`src/rtl/polaris_dbus_pkg.sv`:
```
// Shared types and constants for the PolarisCPU data-bus bridge.
// Size codes, FSM encoding, lane selects and the latched request bundle.
package polaris_dbus_pkg;

    localparam logic [1:0] SIZ_B = 2'b00;
    localparam logic [1:0] SIZ_H = 2'b01;
    localparam logic [1:0] SIZ_W = 2'b10;
    localparam logic [1:0] SIZ_D = 2'b11;

    localparam logic [1:0] SEL_LO   = 2'b01;
    localparam logic [1:0] SEL_HI   = 2'b10;
    localparam logic [1:0] SEL_BOTH = 2'b11;

    typedef enum logic [1:0] {
        ST_IDLE = 2'd0,
        ST_BEAT = 2'd1,
        ST_DONE = 2'd2
    } state_e;

    typedef struct packed {
        logic [63:0] dat;
        logic [1:0]  siz;
        logic        sgn;
        logic        we;
    } req_t;

endpackage

```
`src/rtl/polaris_load_extend.sv`:
```
// Truncates an assembled 64-bit load buffer to the access size and
// sign- or zero-extends it; purely combinational.
module polaris_load_extend
    import polaris_dbus_pkg::*;
(
    input  logic [63:0] buf64,
    input  logic [1:0]  siz,
    input  logic        sgn,
    output logic [63:0] res
);

    always_comb begin
        res = buf64;
        unique case (siz)
            SIZ_B: res = {{56{sgn & buf64[7]}}, buf64[7:0]};
            SIZ_H: res = {{48{sgn & buf64[15]}}, buf64[15:0]};
            SIZ_W: res = {{32{sgn & buf64[31]}}, buf64[31:0]};
            SIZ_D: res = buf64;
        endcase
    end

endmodule

```
`src/rtl/polaris_dbus_bridge.sv`:
```
// Splits sized 64-bit CPU data accesses into 16-bit Wishbone-classic beats
// and returns one ack with extended load data.
module polaris_dbus_bridge
    import polaris_dbus_pkg::*;
#(
    parameter int AW = 24
) (
    input  logic          clk_i,
    input  logic          reset_i,
    input  logic [63:0]   cdadr_i,
    input  logic [63:0]   cddat_i,
    input  logic [1:0]    cdsiz_i,
    input  logic          cdsigned_i,
    input  logic          cdwe_i,
    input  logic          cdcyc_i,
    input  logic          cdstb_i,
    output logic          cdack_o,
    output logic [63:0]   cddat_o,
    output logic [AW-2:0] wadr_o,
    output logic [15:0]   wdat_o,
    input  logic [15:0]   wdat_i,
    output logic [1:0]    wsel_o,
    output logic          wwe_o,
    output logic          wcyc_o,
    output logic          wstb_o,
    input  logic          wack_i
);

    state_e        state_q, state_d;
    req_t          req_q;
    logic [AW-1:0] cur_q;
    logic [3:0]    off_q, rem_q;
    logic [63:0]   buf_q;
    logic [63:0]   ext;
    logic          req, odd, wide, fire;
    logic [3:0]    n;
    logic [2:0]    o0, o1;
    logic [7:0]    b0, b1;
    logic          unused_adr;

    assign unused_adr = ^cdadr_i[63:AW];

    assign req  = cdcyc_i & cdstb_i;
    assign odd  = cur_q[0];
    assign wide = ~odd & (rem_q >= 4'd2);
    assign n    = wide ? 4'd2 : 4'd1;
    assign o0   = off_q[2:0];
    assign o1   = o0 + 3'd1;
    assign b0   = req_q.dat[{o0, 3'b000} +: 8];
    assign b1   = req_q.dat[{o1, 3'b000} +: 8];
    // A dropped CPU cycle kills the beat, so its ack must not advance.
    assign fire = (state_q == ST_BEAT) & cdcyc_i & wack_i;

    polaris_load_extend u_ext (
        .buf64 (buf_q),
        .siz   (req_q.siz),
        .sgn   (req_q.sgn),
        .res   (ext)
    );

    always_ff @(posedge clk_i) begin
        if (reset_i) state_q <= ST_IDLE;
        else         state_q <= state_d;
    end

    always_comb begin
        state_d = state_q;
        cdack_o = 1'b0;
        cddat_o = '0;
        wcyc_o  = 1'b0;
        wstb_o  = 1'b0;
        wwe_o   = 1'b0;
        wsel_o  = 2'b00;
        wadr_o  = '0;
        wdat_o  = '0;
        unique case (state_q)
            ST_IDLE: if (req) state_d = ST_BEAT;
            ST_BEAT: begin
                if (!cdcyc_i) begin
                    state_d = ST_IDLE;
                end else begin
                    wcyc_o = 1'b1;
                    wstb_o = 1'b1;
                    wwe_o  = req_q.we;
                    wadr_o = cur_q[AW-1:1];
                    unique case (1'b1)
                        odd: begin
                            wsel_o = SEL_HI;
                            wdat_o = {b0, 8'h00};
                        end
                        wide: begin
                            wsel_o = SEL_BOTH;
                            wdat_o = {b1, b0};
                        end
                        default: begin
                            wsel_o = SEL_LO;
                            wdat_o = {8'h00, b0};
                        end
                    endcase
                    if (wack_i && rem_q == n) state_d = ST_DONE;
                end
            end
            ST_DONE: begin
                cdack_o = 1'b1;
                cddat_o = req_q.we ? '0 : ext;
                state_d = ST_IDLE;
            end
            default: state_d = ST_IDLE;
        endcase
    end

    always_ff @(posedge clk_i) begin
        if (reset_i) begin
            req_q <= '0;
            cur_q <= '0;
            off_q <= '0;
            rem_q <= '0;
            buf_q <= '0;
        end else if (state_q == ST_IDLE && req) begin
            req_q.dat <= cddat_i;
            req_q.siz <= cdsiz_i;
            req_q.sgn <= cdsigned_i;
            req_q.we  <= cdwe_i;
            cur_q     <= cdadr_i[AW-1:0];
            off_q     <= '0;
            rem_q     <= 4'd1 << cdsiz_i;
            buf_q     <= '0;
        end else if (fire) begin
            unique case (1'b1)
                odd: buf_q[{o0, 3'b000} +: 8] <= wdat_i[15:8];
                wide: begin
                    buf_q[{o0, 3'b000} +: 8] <= wdat_i[7:0];
                    buf_q[{o1, 3'b000} +: 8] <= wdat_i[15:8];
                end
                default: buf_q[{o0, 3'b000} +: 8] <= wdat_i[7:0];
            endcase
            cur_q <= cur_q + AW'(n);
            off_q <= off_q + n;
            rem_q <= rem_q - n;
        end
    end

endmodule
```
`config.mk`:
```
export PLATFORM = sky130hd
export DESIGN_NAME = polaris_dbus_bridge
export DESIGN_NICKNAME = d
export VERILOG_FILES = /design/src/rtl/polaris_dbus_pkg.sv /design/src/rtl/polaris_load_extend.sv /design/src/rtl/polaris_dbus_bridge.sv
export SDC_FILE = /design/constraint.sdc
export NUM_CORES = 1
export LEC_CHECK = 0
export BUFFER_PORTS_ARGS = -buffer_cell sky130_fd_sc_hd__buf_4
export CORE_UTILIZATION = 56
export DETAILED_ROUTE_END_ITERATION = 10
export PLACE_DENSITY_LB_ADDON = 0.1
export RECOVER_POWER = 25
export SETUP_SLACK_MARGIN = 0.5
export SKIP_CTS_REPAIR_TIMING = 1
export SLEW_MARGIN = 30
export SYNTH_ARGS = -nofsm -noshare
export SYNTH_HDL_FRONTEND = slang
export SYNTH_HIERARCHICAL = 1
export SYNTH_SLANG_ARGS = --single-unit
```
`constraint.sdc`:
```
create_clock -name clk_i -period 4.4 [get_ports clk_i]
set_input_delay 0.22 -clock clk_i [delete_from_list [all_inputs] [get_ports clk_i]]
set_output_delay 0.22 -clock clk_i [all_outputs]
set_load 0.05 [all_outputs]
```
# --- Word level (Yosys, flattened, before mapping) ---
# Index checks and enable logic that the tools add are counted.
op_classes:
  addsub: 6
  n_lt_le_gt_ge: 1
  n_eq_ne: 8
  shift: 8
  muxes: 29
  bitwise_logic: 8
  n_reduce_logical: 7
ops:
  columns: ["cell", "n"]
  rows:
  - ["$pmux W64 S4", 1]
  - ["$bwmux W64", 3]
  - ["$shiftx A8 B8 Y64", 3]
  - ["$mux W64", 2]
  - ["$pmux W64 S2", 1]
  - ["$shift A8 B8 Y64 const A", 2]
  - ["$shiftx A64 B7 Y8", 2]
  - ["$mux W24", 2]
  - ["$mux W23", 2]
  - ["$mux W16", 2]
  - ["$pmux W16 S2", 1]
  - ["$add A24 B2 Y24", 1]
  - ["$neg A6 Y8", 2]
  - ["$mux W2", 6]
  - ["$mux W4", 2]
  - ["$pmux W2 S2", 2]
  - ["$and A1 B1 Y1", 7]
  - ["$eq A2 B2 Y1 const B", 3]
  - ["$mux W1", 5]
  - ["$add A4 B2 Y4", 1]
  - ["$eq A2 B1 Y1 const B", 2]
  - ["$eq A4 B2 Y1", 1]
  - ["$ge A4 B2 Y1 const B", 1]
  - ["$logic_not A2 Y1", 2]
  - ["other kinds (10)", 11]
totals:
  regBits: 166
  inputBits: 153
  output_inout_bits: 109
  word_cells: 76

# --- Depth between registers and ports, before layout ---
# Gate-level depths: netlist of run 1.
logic_depth:
  ltp_word: 8
  depth_mapped: 14
  ltp_nobuf: 9

# --- Modules after synthesis ---
# Netlist of run 1, hierarchy kept.
by_module_without_submodules:
  columns: ["mod", "instances", "cells_per_inst", "area_each_um2", "seq_area_each_um2"]
  rows:
  - ["polaris_dbus_bridge", 1, 1490, 11524.8, 3303.2]
  - ["polaris_load_extend", 1, 149, 1021.0, 0.0]

# --- Worst setup path before layout of run 1 ---
# OpenSTA, ideal clock, no wires.
synth_timing:
  path_kind: "reg-to-output"
  start: "register off_q[0]"
  end: "output port wdat_o[14]"
  arrival_ns: 3.089
  required_ns: 4.180
  slack_ns: 1.091
  path_stages_with_launch: 13
  n_path_buf: 5
  path_cell_list: "dfxtp_1 buf_2 buf_2 buf_2 inv_1 ha_1 buf_2 buf_2 mux4_2 nand2_1 a21oi_1 a21oi_1 nor2_1"
synth_between:
  elab_chain_cells: 5
  word_cells_on_any_way: 6
  classes_between: "1 x add/sub; 2 x shift; 3 x mux"
synth_lines:
  columns: ["item", "line", "rtl"]
  rows:
  - ["start: declaration", "polaris_dbus_bridge.sv:32", "logic [3:0] off_q, rem_q;"]
  - ["start signal: assignment", "polaris_dbus_bridge.sv:138", "off_q <= off_q + n;"]
  - ["$add A3 B1 Y3", "polaris_dbus_bridge.sv:48", "assign o1 = o0 + 3'd1;"]
  - ["$shiftx A64 B7 Y8", "polaris_dbus_bridge.sv:50", "assign b1 = req_q.dat[{o1, 3'b000} +: 8];"]
  - ["$pmux W16 S2 (*)", "polaris_dbus_bridge.sv:86", "unique case (1'b1)"]
  - ["$mux W16 (*)", "polaris_dbus_bridge.sv:79", "if (!cdcyc_i) begin"]
  - ["$mux W16 (*)", "polaris_dbus_bridge.sv:76", "unique case (state_q)"]
  - ["end: declaration", "polaris_dbus_bridge.sv:20", "output logic [15:0] wdat_o,"]
# Every way passes the cells marked *; elsewhere a longest branch is shown, timed or not.

# --- Worst setup path after layout of run 1 ---
layout_timing:
  start: "register off_q[1]"
  end: "register buf_q[47]"
layout_between:
  elab_chain_cells: 5
  word_cells_on_any_way: 12
  classes_between: "3 x add/sub; 5 x shift; 4 x mux"
layout_lines:
  columns: ["item", "line", "rtl"]
  rows:
  - ["$add A3 B1 Y3 / $neg A6 Y8 (equally long branches)", null, null]
  - ["$neg A6 Y8 (tied with other cells)", "polaris_dbus_bridge.sv:133", "buf_q[{o1, 3'b000} +: 8] <= wdat_i[15:8];"]
  - ["$shiftx A8 B8 Y64 (tied with other cells)", "polaris_dbus_bridge.sv:133", null]
  - ["$bwmux W64", "polaris_dbus_bridge.sv:133", null]
  - ["$pmux W64 S2 (*)", "polaris_dbus_bridge.sv:129", "unique case (1'b1)"]
  - ["end signal: indexed assignment", "polaris_dbus_bridge.sv:130", "odd: buf_q[{o0, 3'b000} +: 8] <= wdat_i[15:8];"]
  - ["end signal: indexed assignment", "polaris_dbus_bridge.sv:133", null]
  - ["end signal: indexed assignment", "polaris_dbus_bridge.sv:135", "default: buf_q[{o0, 3'b000} +: 8] <= wdat_i[7:0];"]
  - ["end: declaration", "polaris_dbus_bridge.sv:33", "logic [63:0] buf_q;"]
# Marks and branches as above.
# A chain may end at the register's enable or synchronous reset.

==> summary by stage, run 1 <==
STA
The routed design could run at a clock period as short as roughly 3.4 ns. The setup-violating endpoint count in the final report is 0. The number of pins with negative max-slew slack in the final report was 78. Measured against its own limit, the worst slew margin works out to -6.21%. After routing, the total negative slack on setup checks comes to 0 ns. At the pin with the least slew margin, the transition time is 1.59 ns.

Setup repair after global routing left no endpoint under its margin. The maximum operating frequency is 0.298 GHz. The part of the cycle the worst path needs is 76.2%. The number of hold violations in the final report was 0. Between clock sinks in the finished design, the worst skew comes to between 0.01 and 0.015 ns.

Flow run
The tool flagged a number of max-cap violations equal to 1.

Final layout
The end-of-flow core utilization is 67.0%. The layout overhead on the synthesized area is 16.8%. The commonest non-fill, non-tap cell in the layout is sky130_fd_sc_hd__nand2_1. The total area of multi-input combinational cells is 8420 sq um. In the layout the commonest cells are sky130_fd_sc_hd__nand2_1, sky130_fd_sc_hd__buf_4, sky130_fd_sc_hd__a21oi_1. The final net count is 1898. The sequential cells in the finished layout cover a total of about 3300 sq um.

The share of final-layout standard cells stronger than drive strength 1 is a little under a quarter. Fill cells in the final layout number 1952.

Setup path
For this design, the slowest cell found on the critical path is sky130_fd_sc_hd__a21oi_2. The element type at the critical path end is a register. The critical path is of the reg -> reg type. The launch instance of the worst register-to-register path is off_q[1]$_SDFFE_PP0P_. The critical path starts at off_q[1]$_SDFFE_PP0P_.

The critical path's most frequent cell is sky130_fd_sc_hd__ha_1. The number of buffer and inverter instances along the worst setup path is 2. The largest fanout of any net on the critical path is 32. The worst setup path is launched from a register. Data arrives at the worst endpoint at 3.68 ns. On the worst path, the slowest cell contributes a delay of 0.59 ns. For the worst setup path, the data required time is 4.73 ns. The signal on the critical path passes through buf_4 > ha_1 > xor2_1 > inv_1 > ha_1 > nand2b_1 > a21oi_2 > nand3_1 > a31o_2 > a32o_1. Among cell families on the critical path, the largest total delay comes from compound AO/OA/AOI/OAI gates.

Route
Before antenna repair, the detailed router went through 6 iterations. After detailed routing, the average wire length per cell comes to 20.4 microns. The post-detailed-route DRC marker count is 0. Detailed routing inserted a total of 13400 vias. Once detail routing completed, the nets flagged for antenna violations numbered 0. For this block, the routed nets add up to 41300 microns of wire. The average via count per standard cell is 6.63. The first routing iteration left 1501 violations.

Synthesis
During synthesis, Yosys emitted a total of 6 warnings. Counting every net in the synthesized netlist gives approximately 1800. After synthesis, the netlist uses roughly 80 different library cells. The number of synthesized register bits is 165. The portion of synthesized area spent on multiplexers is 9.24%. The synthesized-area fraction occupied by ao, oa, aoi and oai cells is a little under a third. The adder and majority cell fraction of the synthesized area is 1.42%. After synthesis, the share of flip-flops with an asynchronous set or reset is 0%. The post-synthesis cell count is 1639. The synthesized design spends more area on one cell type than any other, namely sky130_fd_sc_hd__dfxtp_1. Summing the areas of all and, or, nand and nor instances in the mapped netlist gives 24.5% of the synthesized area. The post-synth design cell area is 12500 sq um.

For this run, the leading register cell type out of synthesis is sky130_fd_sc_hd__dfxtp_1. By area the synthesized netlist is led by sky130_fd_sc_hd__dfxtp_1, sky130_fd_sc_hd__nand2_1, sky130_fd_sc_hd__a21oi_1. The combinational family with the most area after synthesis is compound AO/OA/AOI/OAI gates. Averaged over all synthesized cells, the footprint is 7.65 sq um.

The top cell type by area accounts for 26.3% of the synthesized area. The synthesized design contains 0 enable-type register cells. For this run, the register share of the synthesized area comes to 26.3%.

Of the total synthesized cell area, the portion taken by XOR and XNOR cells is ~1.3%.

Clock network
The clock net sink count is 165. The clock tree synthesis step divided the H-tree into 4 levels. The cell sitting at the root of the clock tree is a sky130_fd_sc_hd__clkbuf_16. After clock tree synthesis, the clock-pin slew on the worst setup and hold paths is approximately 0.07 ns. Counting along the longest clock path gives a buffer depth of 2. The number of clock buffers added by TritonCTS is 17. The clock latency on the worst-skew pair is ~0.44 ns. The TritonCTS clock tree is built.

Min path
The start point of the worst hold path is cddat_i[60]. The path type of the worst min-delay path is in -> reg.

Pwr
The worst vdd rail ir drop is 0.345 mV. The power density normalized to cell area is 257 nW/um^2. The analysis attributes to cell leakage a power of 5.50 nW. The post-route total power is 3.76 mW.

Global routing
Global routing consumed, on the met3 layer, under 10% of the routing resources. Entering global routing, the biggest net connects approximately 120 pins. For this run, global-route usage on met2 was measured as a little under three fifths. The via count of the first global-routing pass came to 12200.

After global routing the overflow that remains totals 0. The number of antenna violations at the first check in global routing is 2. The overall global routing resource usage is between 30 and 40%.

The met1 track demand over resource in global routing is between 40 and 50%. The global-route wire length before repair is 65100 microns. The most congested layer reported by global routing is met2.

Run status
The flow ran to the end, but the final reports show violations. The final reports fail on capacitance limit, slew limit.

Placed design
The port buffer count is 221. At the end of routability-driven placement, the weighted congestion stood at 0.975. The placed wire-length estimate is about 27000 microns.

Floorplan
The number of primary I/O pins is 262. The number of placement rows is between 50 and 60. The die covers 23000 sq um.

The die is roughly 150 microns tall. The effective utilization at floorplan is 57.3%. The core region is roughly 22000 sq um. The overall die width is 152 microns.
power by group:
part	total, mW	switching (mW)	internal [mW]
registers	1.61	0.0623	1.55
clock network	1.51	0.696	0.812
logic	0.643	0.398	0.245
registers in the layout (all words and copies together) (netlist names):
name and flops:
req_q 68, buf_q 64, cur_q 24, rem_q 4, off_q 3, state_q 2
final timing paths:
kind                            endpoint  cells past startpoint  slack [ns]
hold / removal    req_q[64]$_SDFFE_PP0P_                      3        0.02
setup / recovery  buf_q[47]$_SDFFE_PP0P_                     10        1.05
hold reg to reg   req_q[20]$_SDFFE_PP0P_                      2        0.47
setup reg to reg  buf_q[47]$_SDFFE_PP0P_                     10        1.05
metal layers:
layer	wire, microns	up-vias
li1	-	6223
met1	16600	6253
met2	18600	788
met3	4210	157
met4	1820	2
met5	9	-
per-stage QoR:
step	cell area, sq um	cells	setup slack, ns	hold slack (ns)
final	14700	2026	1.05	0.0194
after floorplan	12500	1639	1.09	0.356
after global placement	14000	1992	1.27	0.450
after detailed placement	14000	1992	1.18	0.459
after global routing	14700	2025	0.853	0.0192
after CTS	14600	2024	1.15	0.0146
layout make-up:
| cell class | instances | share of cell area [%] |
|---|---|---|
| clock buffer | 18 | 3.00 |
| clock inverter | 14 | 0.973 |
| antenna | 1 | 0.0171 |
| inverter | 18 | 0.461 |
| multi-input combinational | 1278 | 57.5 |
| timing repair buffer | 252 | 13.1 |
| tap | 280 | 2.39 |
| sequential | 165 | 22.6 |
cells in the mapped netlist (22+ instances only):
library cell                 n
sky130_fd_sc_hd__o221ai_1   22
sky130_fd_sc_hd__nand3_1    60
sky130_fd_sc_hd__buf_2      54
sky130_fd_sc_hd__clkbuf_1   98
sky130_fd_sc_hd__o21ai_0    64
sky130_fd_sc_hd__nor2_1     81
sky130_fd_sc_hd__a21oi_1   176
sky130_fd_sc_hd__mux4_2     32
sky130_fd_sc_hd__o211ai_2   30
sky130_fd_sc_hd__dfxtp_1   165
sky130_fd_sc_hd__nand2_1   274
sky130_fd_sc_hd__a211oi_1   39
sky130_fd_sc_hd__a22oi_1    36
sky130_fd_sc_hd__nor3_1     23
sky130_fd_sc_hd__and2_1    100
tightest hold or removal path, cell delays in order:
cell and delay [ns]:
sky130_fd_sc_hd__buf_4 0.11, sky130_fd_sc_hd__nand2_1 0.04, sky130_fd_sc_hd__a21oi_1 0.05
logic make-up (layout without fill, tap and decap cells):
group,Yosys count,in the layout
adder cells (fa/ha/maj),13,13
other,0,1
AND/OR/NAND/NOR,630,630
XOR/XNOR,19,19
buffers and inverters,196,302
flip-flops,165,165
AO/OA/AOI/OAI,545,545
multiplexers,71,71
Power figures use the tool's default switching activity.
==> run 2, diff against run 1 <==
==> constraint.sdc (replaced) <==
create_clock -name clk_i -period 3.1 [get_ports clk_i]
set_input_delay 0.155 -clock clk_i [delete_from_list [all_inputs] [get_ports clk_i]]
set_output_delay 0.155 -clock clk_i [all_outputs]
set_load 0.05 [all_outputs]
==> run 2 against run 1 <==
  * The run ends with hold timing left
  * Clock-buffer cell count rose by 3
  * Worst hold slack worse by 0.045 ns
  * Via count rose by 2.0%
  * Critical endpoint is now wdat_o[15]
  * Largest cell class unchanged
==> summary by stage, run 2 (synthesis gave the netlist of run 1 again) <==
STA
For the final routed database, the setup TNS stands at 0 ns. The number of hold violations in the final report is 19. Across all hold checks on the routed design, the worst slack comes to -0.0257 ns.

Derived from the worst setup path, the maximum achievable clock frequency is slightly below 0.4 GHz. Setup repair after global routing could not meet its margin everywhere. The number of pins with negative max-slew slack in the final report is 0. The clock skew is 0.0156 ns. The final critical path time including I/O delays and setup is 2.53 ns. At the pin with the least slew margin, the transition time is roughly 1.2 ns.

In the finished design, the share of the clock period the worst path needs comes to 81.6%. In this run the tightest slew margin relative to its limit is 17.4%. The setup-violating endpoint count in the final report is 0.

Pwr
Of the total power, registers draw 42.1%. In this run the power spent charging and discharging nets is approximately 1.6 mW. The switching share of power is 30.3%. The worst-case IR drop observed on VDD is 0.358 mV.

The internal power summed over all cells is 3.76 mW. For this design the ratio of total power to cell area is 350 nW/um^2. The post-route total power is 5.40 mW. Summed over all cells, the static leakage comes to 5.84 nW.

Per report_power, the combinational group accounts for 18.5% of the total. The clock network accounts for 39.3% of the total power.

Flow run
The max-cap check violation count is 0.

Clock network
The clock input transition at the sequential cells of the worst setup and hold paths is 0.07 ns. The clock latency on the worst-skew pair is ~0.43 ns. Clock tree synthesis found a total of 165 sinks. The H-tree was split into 4 levels. The maximum clock path buffer count is 2. The total CTS buffers is 17.

The buffer type at the clock tree root is sky130_fd_sc_hd__clkbuf_16. TritonCTS built the clock tree.

Route
For this block, the routed nets add up to 42900 microns of wire. The first TritonRoute pass finished after 7 iterations. In the routed design, unresolved DRC markers number 0. The remaining antenna violation count is 0. The initial detailed-routing violation count is 1516. The average wire length per cell after detail routing is 20.6 microns. The vias after detailed routing is 13700. The average via count per standard cell is roughly 6.6.

Global routing
Global routing finished with a remaining overflow of 0. Global routing consumed, over all layers together, ~37% of the routing resources. The number of antenna violations at the first check in global routing is 0. The global-route track usage on met2 is 58.0%.

The pin count of the biggest net entering global routing is 116. The first global-routing pass estimated 65500 microns of wire. The via count of the first global-routing pass was 12200. The met1 track demand over resource in global routing is 48.2%.

met2 is the most crowded layer. In the global route stage, met3 resource usage came out at just over 7%.

Final layout
The number of antenna diodes in the final layout is 0. The post-route non-filler standard cell count is 2086. Fill cells in the final layout number 1809. Leaving out fill and tap cells, the most frequent cell in the layout is sky130_fd_sc_hd__nand2_1. The number of flip-flops in the largest register is between 60 and 70. The register with the highest flop count is req_q. The layout overhead on the synthesized area is 23.0%.

At the end of the flow the core is filled with cells to 70.5%. In the final layout, the registers with the most flip-flops are req_q: 68 flops, buf_q: 64 flops, cur_q: 24 flops. Leaving out fill and tap cells, the most frequent cells in the layout are sky130_fd_sc_hd__nand2_1, sky130_fd_sc_hd__buf_4, sky130_fd_sc_hd__a21oi_1. At the end of the flow, the number of nets in the layout was just under 2000.

The share of final-layout standard cells stronger than drive strength 1 is between 20% and 30%.

Min path
The start point of the worst hold path is cddat_i[57]. The path with the worst hold slack has its endpoint at req_q[61]$_SDFFE_PP0P_. The count of cells along the worst hold path is 3.

The worst hold path belongs to the class in -> reg.

Setup path
The slack of the worst reg-to-reg path is 0.59 ns. The critical path arrival is roughly 2.4 ns. The element type at the critical path end is an output port. The critical path start-end classification is reg -> out. In this run the worst path has a maximum fanout of 5.

The element type at the critical path start is a register. At the worst endpoint, the required time is 2.94 ns. The launch instance of the worst register-to-register path is off_q[1]$_SDFFE_PP0P_. Measured in cells, the most critical reg-to-reg path has a length of 8. The capture point of the worst reg-to-reg path is buf_q[4]$_SDFFE_PP0P_.

Floorplan
The overall die area is roughly 23000 sq um. The vertical extent of the die is 152 microns. The number of primary I/O pins is 262.

The effective utilization at floorplan is a little under three fifths. In this run the core area contains 54 standard-cell rows. The region available for standard cell placement spans 21900 sq um. Measured along the x axis, the die boundary spans 152 microns.

Run status
The final reports fail on hold timing. The run finished, with violations left.

Placed design
Input and output buffers added on the ports amount to 221. The congestion estimate from routability-driven global placement came to between 0.9 and 1. Counting tap cells, the placed design contains a total of 2016 instances. The placed wire-length estimate is 28800 microns.
[run 2: cell count changes in the layout (fill, tap and decap cells not counted), moves of 8 or more]
cell	delta
sky130_fd_sc_hd__dlygate4sd3_1	+32
sky130_fd_sc_hd__buf_4	+15
sky130_fd_sc_hd__buf_6	+11
sky130_fd_sc_hd__nor2_2	+9
sky130_fd_sc_hd__nor2_1	-8
[run 2: final cells by class]
class / count / area [sq um] / area share, %
flip-flops and latches: 165 / 3310 / 21.5
repair buffers: 313 / 2510 / 16.3
well taps: 280 / 350 / 2.27
clock inverters: 11 / 114 / 0.738
multi-input cells: 1278 / 8610 / 55.8
inverters: 18 / 76.3 / 0.495
clock buffers: 21 / 460 / 2.98
[run 2: how the worst max path moves through the flow]
stage / end / cells past startpoint / slack [ns] / startpoint
after global placement: buf_q[61]$_SDFFE_PP0P_ / 10 / 0.40 / off_q[1]$_SDFFE_PP0P_
after global routing: wdat_o[15] / 8 / 0.48 / off_q[1]$_SDFFE_PP0P_
after floorplan: buf_q[38]$_SDFFE_PP0P_ / 13 / 0.41 / off_q[0]$_SDFFE_PP0P_
after CTS: wdat_o[15] / 7 / 0.26 / off_q[1]$_SDFFE_PP0P_
final: wdat_o[15] / 8 / 0.57 / off_q[1]$_SDFFE_PP0P_
after detailed placement: buf_q[4]$_SDFFE_PP0P_ / 7 / 0.35 / off_q[0]$_SDFFE_PP0P_
[run 2: metrics by stage]
stage	area (sq um)	setup slack (ns)
finish	15400	0.569
global route	15400	0.477
CTS	14900	0.257
detailed placement	14300	0.351
global placement	14300	0.396
floorplan	12700	0.413
[run 2: worst max-delay path, cell delays in order, from the launching register on]
cell	delay, ns
sky130_fd_sc_hd__dfxtp_4	0.38
sky130_fd_sc_hd__inv_6	0.05
sky130_fd_sc_hd__ha_4	0.31
sky130_fd_sc_hd__buf_4	0.14
sky130_fd_sc_hd__mux4_2	0.50
sky130_fd_sc_hd__mux2i_1	0.15
sky130_fd_sc_hd__o22ai_1	0.10
sky130_fd_sc_hd__and2_4	0.18
sky130_fd_sc_hd__buf_6	0.15
[run 2: metal layers]
metal / vias to the layer above / wire length, microns
met2: 843 / 19600
met5: - / 0
li1: 6324 / -
met1: 6396 / 16700
met4: 0 / 1780
met3: 129 / 4750
[run 2: power groups by stage]
stage	logic [mW]	clock network, mW	registers, mW
finish	1.00	2.12	2.28
global route	1.06	2.22	2.28
CTS	0.932	2.14	2.27
detailed placement	0.927	0	2.32
global placement	0.911	0	2.32
floorplan	0.614	0	2.29
==> run 3, diff against run 2 <==
--- a/config.mk
+++ b/config.mk
@@ -6,7 +6,7 @@
 export NUM_CORES = 1
 export LEC_CHECK = 0
 export BUFFER_PORTS_ARGS = -buffer_cell sky130_fd_sc_hd__buf_4
-export CORE_UTILIZATION = 56
+export CORE_UTILIZATION = 51
 export DETAILED_ROUTE_END_ITERATION = 10
 export PLACE_DENSITY_LB_ADDON = 0.1
 export RECOVER_POWER = 25
==> constraint.sdc (replaced) <==
create_clock -name clk_i -period 2.1 [get_ports clk_i]
set_input_delay 0.105 -clock clk_i [delete_from_list [all_inputs] [get_ports clk_i]]
set_output_delay 0.105 -clock clk_i [all_outputs]
set_load 0.05 [all_outputs]
==> run 3 against run 2 <==
  * Global-route usage shrank 1.1 points
  * Critical path depth increased by 1
  * The flow finishes with violations (hold timing, setup timing)
  * Die area up 9.7%
  * Critical path type unchanged
  * Largest power group is now clock
  * Combinational power up 130%
  * Sequential share of layout area decreased by 5.1 points
  * Non-clock buffer count grew 230
  * Wire length is 42% higher
  * Clock skew about the same
  * Final area grew 32%
  * Register-to-register slack worse by 0.88 ns
  * Via count is 19% higher
==> summary by stage, run 3 (synthesis gave the netlist of run 1 again) <==
Final layout
Summing all multi-input logic gate instances after layout gives 10200 sq um. Cells with a size suffix above 1 make up between 40% and 50% of the layout. The commonest non-fill, non-tap cell in the layout is sky130_fd_sc_hd__buf_4.

The layout overhead on the synthesized area is 62.8%. In the final layout, the registers with the most flip-flops are req_q: 68 flops, buf_q: 64 flops, cur_q: 24 flops. The layout has 1278 filler cells.

0 antenna diodes ended up in the layout. For this run, the post-layout net count is 2191. The end-of-flow core utilization is 84.2%. The top cell types in the final layout, fill and taps aside, are sky130_fd_sc_hd__buf_4, sky130_fd_sc_hd__nand2_1, sky130_fd_sc_hd__dfxtp_1.

The area taken by flip-flops and latches is ~3300 sq um. Counting flops per register, the top entry is req_q. The register with the most flip-flops in the layout has 68 of them. The post-route non-filler standard cell count is 2362.

Clock network
The number of clock buffers added by TritonCTS is 17. The clock net sink count is between 150 and 200. The H-tree depth reported by CTS is 4.

The maximum clock path buffer count is 2. The TritonCTS clock tree is built. The buffer type at the clock tree root is sky130_fd_sc_hd__clkbuf_16. Clock latency on the worst-skew pair, taken at its later pin, is approximately 0.46 ns. The clock input transition at the sequential cells of the worst setup and hold paths is 0.09 ns.

Floorplan
262 I/O pins were placed. The overall die area is 25200 sq um. The overall die width is between 150 and 200 microns. In this run the core area contains 57 standard-cell rows. The region available for standard cell placement spans 24200 sq um. The effective utilization at floorplan is 51.7%.

The vertical extent of the die is 159 microns.

Setup path
The cell class contributing the biggest share of worst-path delay is multiplexers. The worst setup path is launched from a register. The library cell contributing the largest single delay on the critical path is sky130_fd_sc_hd__mux4_2. For the worst setup path, the data required time is 2.00 ns. Traced cell by cell, the critical path runs through inv_4 > ha_4 > buf_6 > mux4_2 > nand2_1 > a21oi_1 > a21oi_2 > nor2_4 > buf_6.

The element type at the critical path end is an output port. By startpoint and endpoint, the worst setup path is classified as reg -> out. In this run the worst path has a maximum fanout of 9. The critical path's most frequent cell is sky130_fd_sc_hd__buf_6. The number of buffer and inverter instances along the worst setup path is 3. The largest single stage delay on the critical path is 0.51 ns. The critical path arrival is 2.50 ns.

Route
The remaining antenna violation count is 0. The first routing iteration left 1853 violations. After detailed routing, the total wire length is 61100 microns. Before antenna repair, the detailed router went through 6 iterations. The average wire length per cell after detail routing is 25.9 microns. The post-detailed-route DRC marker count is 0. The routed layout has 16200 vias. Using the TritonRoute via totals, the vias-per-cell ratio works out to 6.87.

Pwr
The power spent charging and discharging nets is 3.13 mW. The post-route total power is between 9 and 10 mW. Across the VDD grid, the largest voltage drop is 0.541 mV. The internal power summed over all cells is roughly 6 mW. The leakage power summed over all cells is ~8 nW. The combinational cell fraction of total power is 24.8%. The sequential power share is between 30% and 40%. In this run the power density over the cells is 446 nW/um^2. The switching share of power is 34.4%. The clock share of power is 38.2%.

STA
Setup repair after global routing could not meet its margin everywhere. The worst slew margin relative to its limit is between 10% and 20%. After layout, the worst setup slack is -0.506 ns. The number of hold violations in the final report came to 4. At the pin with the least slew margin, the transition time is about 1.2 ns. Hold timing on the final database bottoms out at a slack of -0.0450 ns. The number of pins with negative max-slew slack in the final report is 0. Dividing the final minimum period by the clock period gives 124%. Setup violations remaining at the end of the flow were counted as 170. The clock arrives with 0.0157 ns of skew.

The smallest clock period supported by the final layout is computed as 2.61 ns. The maximum operating frequency is approximately 0.38 GHz.

Placed design
Prior to clock tree synthesis, the placed netlist has a worst setup slack of -0.262 ns. The placed cell count is 2174. The port buffer count is about 220. The global placer's final weighted congestion is 1.02.

Detailed placement ended at an HPWL of 32300 microns.

Global routing
Entering global routing, the biggest net connects 91 pins. The number of antenna violations at the first check in global routing is 0. The overall global routing resource usage is between 30% and 40%. The via count of the first global-routing pass is 13100.

The first global-routing pass estimated 71700 microns of wire. The residual overflow from global routing is 0.

Min path
In this run the worst hold path is classified as in -> reg.

Flow run
Max-cap violations in this run came to 0.

Run status
The final reports fail on hold timing, setup timing. The run finished, with violations left.
run 3: cell count changes in the layout (fill, tap and decap cells not counted), moves of 16 or more:
cell                            delta
sky130_fd_sc_hd__buf_12           +25
sky130_fd_sc_hd__o21ai_0          -17
sky130_fd_sc_hd__buf_8            +91
sky130_fd_sc_hd__buf_6            +47
sky130_fd_sc_hd__nand2_1          -29
sky130_fd_sc_hd__dlygate4sd3_1    +53
sky130_fd_sc_hd__a21oi_2          +54
sky130_fd_sc_hd__a21oi_1          -57
sky130_fd_sc_hd__nor2_4           +16
sky130_fd_sc_hd__and2_1           -91
sky130_fd_sc_hd__and2_4           +89
sky130_fd_sc_hd__nand2_4          +17
run 3: power groups by stage:
stage | clock network, mW | registers (mW) | logic (mW)
6_report | 3.48 | 3.38 | 2.26
5_1_grt | 3.56 | 3.39 | 2.33
4_1_cts | 3.42 | 3.35 | 1.62
3_5_place_dp | 0 | 3.43 | 1.61
3_3_place_gp | 0 | 3.42 | 1.58
2_1_floorplan | 0 | 3.39 | 1.00
run 3: worst register-to-register path: cells and delay by family (launching register included):
kind | cells | cell delay, ns
flops | 1 | 0.37
simple gates | 2 | 0.83
xor+xnor | 1 | 0.15
compound gates | 1 | 0.27
buf+inv | 2 | 0.68
run 3: final cells by class:
class                      count  share of cell area (%)
inverter                      18                   0.417
multi-input combinational   1280                    49.7
clock inverter                15                    1.00
clock buffer                  17                    2.08
timing repair buffer         543                    28.5
sequential                   165                    16.3
tap                          324                    1.98
run 3: worst paths after layout:
path | cells after the start | slack [ns] | startpoint | to
max | 9 | -0.51 | off_q[0]$_SDFFE_PP0P_ | wdat_o[14]
min | 3 | -0.04 | cdadr_i[2] | cur_q[2]$_SDFFE_PP0P_
max reg2reg | 6 | -0.29 | state_q[0]$_SDFFE_PP0P_ | cur_q[5]$_SDFFE_PP0P_
min reg2reg | 2 | 0.48 | req_q[27]$_SDFFE_PP0P_ | req_q[27]$_SDFFE_PP0P_
run 3: stage by stage:
step	TNS, ns	cell area [sq um]
4_1_cts	-24.69	16600
3_3_place_gp	-5.35	16000
6_report	-19.65	20400
2_1_floorplan	-28.39	13400
3_5_place_dp	-7.48	16000
5_1_grt	-27.62	20400
run 3: layer usage:
metal	global-route usage [%]	part of all wire, %
met5	0	0
met3	6.37	11
met4	19.5	8.5
met1	44.8	34
met2	57.6	47
